File: config.mk
export PLATFORM = sky130hd
export DESIGN_NAME = hamming_dec_engine
export DESIGN_NICKNAME = d
export VERILOG_FILES = /design/src/rtl/hamming_pkg.sv /design/src/rtl/hamming_secded_dec.sv /design/src/rtl/hamming_dec_engine.sv
export SDC_FILE = /design/constraint.sdc
export NUM_CORES = 1
export LEC_CHECK = 0
export ABC_AREA = 1
export CORE_ASPECT_RATIO = 2
export CORE_MARGIN = 4
export CORE_UTILIZATION = 60
export CTS_CLUSTER_SIZE = 16
export DETAILED_ROUTE_END_ITERATION = 7
export GPL_TIMING_DRIVEN = 0
export PLACE_DENSITY = 0.86
export SLEW_MARGIN = 20
export SYNTH_ARGS = -nofsm -noshare
export SYNTH_HDL_FRONTEND = slang
export SYNTH_SLANG_ARGS = --single-unit
File: constraint.sdc
create_clock -name clk -period 3.84 [get_ports clk]
set_input_delay 0.576 -clock clk [delete_from_list [all_inputs] [get_ports clk]]
set_output_delay 0.576 -clock clk [all_outputs]
set_load 0.01 [all_outputs]
File: src/rtl/hamming_pkg.sv
// Shared definitions for the SECDED Hamming decode engine: controller
// states, correction flag codes and codeword bit-position constants.
package hamming_pkg;

    // Codeword and payload widths.
    localparam int CW_W   = 16;
    localparam int DATA_W = 11;

    // Controller states. IDLE waits for a request, the four middle states
    // move one message, FIN holds done until the next request.
    typedef enum logic [2:0] {
        IDLE  = 3'd0,
        RD_LO = 3'd1,
        RD_HI = 3'd2,
        WR_LO = 3'd3,
        WR_HI = 3'd4,
        FIN   = 3'd5
    } state_t;

    // Correction flag codes written into the top two bits of the high byte.
    localparam logic [1:0] FLAG_OK  = 2'b00;  // clean codeword
    localparam logic [1:0] FLAG_FIX = 2'b01;  // single error corrected
    localparam logic [1:0] FLAG_DBL = 2'b10;  // double error, not corrected

    // Overall-parity bit position. A single error that leaves the syndrome
    // at zero must have hit this bit.
    localparam int POS_P0 = 0;

    // Codeword positions of data bits d1..d11 (index 0 holds d1). Every
    // position that is not a power of two, and not zero, carries data.
    localparam int DATA_POS [DATA_W] = '{3, 5, 6, 7, 9, 10, 11, 12, 13, 14, 15};

    // Gather the eleven data bits from a codeword, d1 in bit 0.
    function automatic logic [DATA_W-1:0] extract_data(input logic [CW_W-1:0] cw);
        logic [DATA_W-1:0] d;
        d = '0;
        for (int i = 0; i < DATA_W; i++) begin
            d[i] = cw[DATA_POS[i]];
        end
        return d;
    endfunction

endpackage

File: src/rtl/hamming_secded_dec.sv
// Combinational SECDED decoder for one 16-bit extended Hamming codeword.
// Computes the syndrome and overall parity, repairs a single-bit error
// and reports what it found through a two-bit flag.
module hamming_secded_dec
    import hamming_pkg::*;
(
    input  logic [CW_W-1:0]   codeword_i,
    output logic [DATA_W-1:0] data_o,
    output logic [1:0]        flag_o
);

    logic [3:0]      syndrome;
    logic            parity;
    logic [3:0]      err_pos;
    logic [CW_W-1:0] fixed_cw;

    // Syndrome, overall parity, correction and flag classification.
    always_comb begin
        // NOTE: every variable written here gets a default first, so no path
        // leaves one unassigned and no latch is inferred.
        syndrome = '0;
        for (int k = 1; k < CW_W; k++) begin
            if (codeword_i[k]) begin
                syndrome = syndrome ^ k[3:0];
            end
        end

        parity = ^codeword_i;

        // With odd parity the syndrome points at the flipped bit; a zero
        // syndrome means the overall parity bit itself flipped.
        err_pos  = (syndrome == 4'd0) ? 4'(POS_P0) : syndrome;
        fixed_cw = codeword_i;
        if (parity) begin
            fixed_cw[err_pos] = ~codeword_i[err_pos];
        end

        // Even parity with a non-zero syndrome is a double error; the data is
        // left exactly as received in that case.
        if (parity) begin
            flag_o = FLAG_FIX;
        end else if (syndrome != 4'd0) begin
            flag_o = FLAG_DBL;
        end else begin
            flag_o = FLAG_OK;
        end

        data_o = extract_data(fixed_cw);
    end

endmodule

File: src/rtl/hamming_dec_engine.sv
// Memory-to-memory SECDED decode engine. On a request it walks NUM_MSG
// codewords stored little-endian at SRC_BASE, decodes each and writes the
// 11-bit payload plus a 2-bit flag, little-endian, at DST_BASE. Every
// message takes exactly four cycles: read low, read high, write low,
// write high.
module hamming_dec_engine
    import hamming_pkg::*;
#(
    parameter int SRC_BASE = 30,
    parameter int DST_BASE = 0,
    parameter int NUM_MSG  = 15
) (
    input  logic       clk,
    input  logic       reset,
    input  logic       req,
    output logic       done,
    output logic [7:0] mem_addr,
    input  logic [7:0] mem_rd_data,
    output logic       mem_wr_en,
    output logic [7:0] mem_wr_data
);

    // Address bases and last index, in the 8-bit domain of the memory bus.
    localparam logic [7:0] SRC_B    = SRC_BASE[7:0];
    localparam logic [7:0] DST_B    = DST_BASE[7:0];
    localparam logic [7:0] LAST_IDX = 8'(NUM_MSG - 1);

    state_t     state_q, state_d;
    logic [7:0] idx_q,   idx_d;
    logic [7:0] lo_q,    lo_d;
    logic [7:0] hi_q,    hi_d;

    logic [DATA_W-1:0] dec_data;
    logic [1:0]        dec_flag;
    logic [7:0]        offs;

    // Decode the codeword held in the byte latches.
    hamming_secded_dec u_dec (
        .codeword_i ({hi_q, lo_q}),
        .data_o     (dec_data),
        .flag_o     (dec_flag)
    );

    // Byte offset of the current message inside either buffer.
    assign offs = idx_q << 1;

    // Next-state logic: sequencing, message index and byte latching.
    always_comb begin
        state_d = state_q;
        idx_d   = idx_q;
        lo_d    = lo_q;
        hi_d    = hi_q;

        unique case (state_q)
            IDLE, FIN: begin
                // A request starts a fresh run from message 0.
                if (req) begin
                    state_d = RD_LO;
                    idx_d   = '0;
                end
            end
            RD_LO: begin
                lo_d    = mem_rd_data;
                state_d = RD_HI;
            end
            RD_HI: begin
                hi_d    = mem_rd_data;
                state_d = WR_LO;
            end
            WR_LO: begin
                state_d = WR_HI;
            end
            WR_HI: begin
                if (idx_q == LAST_IDX) begin
                    state_d = FIN;
                end else begin
                    idx_d   = idx_q + 8'd1;
                    state_d = RD_LO;
                end
            end
            default: begin
                state_d = IDLE;
            end
        endcase
    end

    // Memory bus and done are decoded from the current state only, so they
    // follow an asynchronous reset without waiting for a clock edge.
    always_comb begin
        done        = 1'b0;
        mem_addr    = '0;
        mem_wr_en   = 1'b0;
        mem_wr_data = '0;

        unique case (state_q)
            RD_LO: begin
                mem_addr = SRC_B + offs;
            end
            RD_HI: begin
                mem_addr = SRC_B + offs + 8'd1;
            end
            WR_LO: begin
                mem_addr    = DST_B + offs;
                mem_wr_en   = 1'b1;
                mem_wr_data = dec_data[7:0];
            end
            WR_HI: begin
                mem_addr    = DST_B + offs + 8'd1;
                mem_wr_en   = 1'b1;
                mem_wr_data = {dec_flag, 3'b000, dec_data[10:8]};
            end
            FIN: begin
                done = 1'b1;
            end
            default: begin
                done = 1'b0;
            end
        endcase
    end

    // State, index and byte-latch registers with asynchronous reset.
    always_ff @(posedge clk or posedge reset) begin
        if (reset) begin
            // NOTE: the byte latches are cleared along with the control state
            // so a run aborted by reset leaves no stale codeword behind.
            state_q <= IDLE;
            idx_q   <= '0;
            lo_q    <= '0;
            hi_q    <= '0;
        end else begin
            // NOTE: non-blocking assignments make every register update from
            // the same pre-edge values, independent of statement order.
            state_q <= state_d;
            idx_q   <= idx_d;
            lo_q    <= lo_d;
            hi_q    <= hi_d;
        end
    end

endmodule

==> flow_summary.toml <==
[timing]
finalSetupViolations = 0
postLayoutSetupSlackWorst_ps = 231
hold_viol = 0
fmax_mhz = 277
tns_ps = 0
period_share_pct = 94.0
period_needed_ps = 3610
worstMarginPinSlew_ps = 928
slew_viol_final = 0
grt_setup_unrepaired = "false"
fin_skew_ps = 4.83
max_slew_margin_pct = 37.7

[hold_path]
min_path_type = "register to register"
worstHoldStart = "hi_q[6]$_DFFE_PP0P_"
hold_depth = 2
hold_end = "hi_q[6]$_DFFE_PP0P_"

[detailed_routing]
drtIter0Drc = 53
via_per_inst = 5.38
wl_per_cell_um = 13.3
wl_um = 5860
drc_errors = 0
first_pass_iters = 4
vias = 2374
ant_nets = 0

[die]
fp-row-count = 31
die_x_um = 51.3
design.core.area_um2 = 3610
boundaryPins = 29
start_util_pct = 62.3
die-area_um2 = 4850
die_h_um = 94.5

[yosys]
syn_nets = 374
syn_area_um2 = 2250
synth_fa_ha_area_share_pct = 1.67
ys_types = 29
yosysWarnings = 0
synth_xor_area_share_pct = 8.02
synthMuxAreaShare_pct = 0
syn_inst = 360
synth-simple-area-share_pct = 37.0
synth_top_family_by_area = "simple AND/OR/NAND/NOR gates"
synth-seq-cells = 27
synth-seq-area-share_pct = 30.1
avgSynthCellArea_um2 = 6.24
synth_compound_area_share_pct = 12.0

[critical_path]
rr_endpoint = "idx_q[6]$_DFFE_PP0P_"
r2r_slack_ps = 1570
cp-start-kind = "register"
worstPathArrival_ps = 3030
path_max_fanout = 10
critPathCaptureType = "output pin"
crit_type = "register to output pin"
worstPathRequired_ps = 3260
worst_r2r_path_depth = 11
r2r_start = "state_q[1]$_DFFE_PP0P_"

[place]
dp_slack_ps = 509
placed_cell_area_um2 = 2590
hpwl_um = 4830
port_buffers = 28
gp_congestion = 0.922

[clock_tree]
tritoncts = "yes"
post_cts_resized = 0
post_cts_buffers = 0
ctsHoldBuffers = 0
clock_sinks = 27
insertion_delay_ps = 270
cts_root_buffer = "clkbuf_8"
cts.clk_slew.worst_paths_ps = 90
cts_made_buffers = 3
cts_buffer_depth = 2
cts_max_level = 1

[outcome]
status = "finished clean"

[global_routing]
grt_pass1_vias = 2335
grt_pass1_wl_um = 9770
grt_antenna_before_repair = 0
grt_max_degree = 28
track_usage_pct = 26.2
overflow = 0

[run]
maxCapViolations = 0

[final_layout]
num_antenna_cells = 0
nNetsFinal = 407
utilization_pct = 73.2
fin_area_um2 = 2640
fillers = 340
drive_gt1_share_pct = 6.89
area_delta_synth_final_pct = 17.5
-- through the flow --
| stage | cells | hold WS [ps] |
|---|---|---|
| final | 441 | 542 |
| after CTS | 441 | 547 |
| after floorplan | 360 | 492 |
| after detailed placement | 437 | 526 |
| after global routing | 441 | 586 |
| after global placement | 437 | 515 |
-- registers in the layout, indices dropped and copies added, names as in the netlist --
register and flops:
hi_q 8, idx_q 8, lo_q 8, state_q 3
-- routing by layer --
| layer | track usage, % | part of all wire, % | vias to the layer above |
|---|---|---|---|
| met5 | 0 | 0 | - |
| met4 | 15.1 | 4.6 | 0 |
| met3 | 2.53 | 2.1 | 27 |
| met2 | 52.4 | 58 | 58 |
| met1 | 24.3 | 35 | 1091 |
| li1 | - | - | 1198 |
-- worst max path at each step --
stage,from,to,slack [ps],cells past startpoint
floorplan,hi_q[3]$_DFFE_PP0P_,mem_wr_data[3],1360,19
global placement,lo_q[7]$_DFFE_PP0P_,mem_wr_data[5],560,16
detailed placement,lo_q[7]$_DFFE_PP0P_,mem_wr_data[5],510,16
CTS,lo_q[7]$_DFFE_PP0P_,mem_wr_data[5],210,16
global route,lo_q[3]$_DFFE_PP0P_,mem_wr_data[0],0.9,18
finish,lo_q[7]$_DFFE_PP0P_,mem_wr_data[5],230,16
-- synth_stat cells --
master | number | area (um^2)
inv_2 | 4 | 15.0
xnor2_2 | 2 | 32.5
buf_6 | 1 | 11.3
nor3_1 | 5 | 25.0
o311ai_0 | 1 | 8.76
nor3b_2 | 1 | 12.5
nand2_1 | 128 | 480
nand4_1 | 2 | 12.5
nor2_1 | 22 | 82.6
ha_1 | 3 | 37.5
buf_4 | 1 | 7.51
and3_1 | 1 | 6.26
and2_1 | 1 | 6.26
xor2_2 | 1 | 16.3
a21oi_1 | 19 | 95.1
or2_4 | 1 | 8.76
dfrtp_1 | 27 | 676
clkbuf_1 | 3 | 11.3
xor2_1 | 4 | 35.0
xnor2_1 | 11 | 96.3
buf_2 | 3 | 15.0
nand3_1 | 27 | 135
nor2_4 | 1 | 11.3
o21ai_0 | 27 | 135
nand2_2 | 5 | 31.3
inv_1 | 51 | 191
nor4_1 | 1 | 6.26
o22ai_1 | 5 | 31.3
nor2_2 | 2 | 12.5
-- layout by cell type, fill, tap and decap left out, drive strengths merged --
master / instances
ha: 3
inv: 54
and2: 1
nand2: 133
dfrtp: 27
clkdlybuf4s50: 28
nand3: 27
xnor2: 13
o311ai: 1
nor4: 1
nor2: 25
a21oi: 19
or2: 1
nor3b: 1
nand4: 2
o21ai: 27
buf: 5
xor2: 5
and3: 1
clkinv: 2
o22ai: 5
nor3: 5
clkbuf: 6
-- area by class of cell --
type | instances | area, um^2 | share of cell area, %
plain buffers | 8 | 45.0 | 1.71
clock inverters | 1 | 5.00 | 0.190
flip-flops and latches | 27 | 676 | 25.6
clock buffers | 3 | 41.3 | 1.56
multi-input cells | 270 | 1320 | 50.2
well taps | 49 | 61.3 | 2.32
inverters | 55 | 206 | 7.82
repair buffers | 28 | 280 | 10.6
-- cells by family after synthesis --
logic type | after synthesis
simple gates | 197
buf+inv | 63
compound gates | 52
flops | 27
xor+xnor | 18
fa+ha+maj | 3
-- worst max-delay path: stages, from the launching register on --
cell             delay [ps]
dfrtp_1                 330
buf_2                   190
xor2_1                  310
nand2_1                 110
nand2_1                  80
nand2_1                  50
nand2_1                 240
inv_2                   140
nand3_1                 100
nand3_1                  80
nand2_1                  60
nand2_1                  60
nand2_1                  50
nand2_1                  90
buf_6                   160
a21oi_1                 150
clkdlybuf4s50_1         560
Power is not shown: default switching activity piles up to over one toggle a cycle in this logic, so the estimate is an artifact.
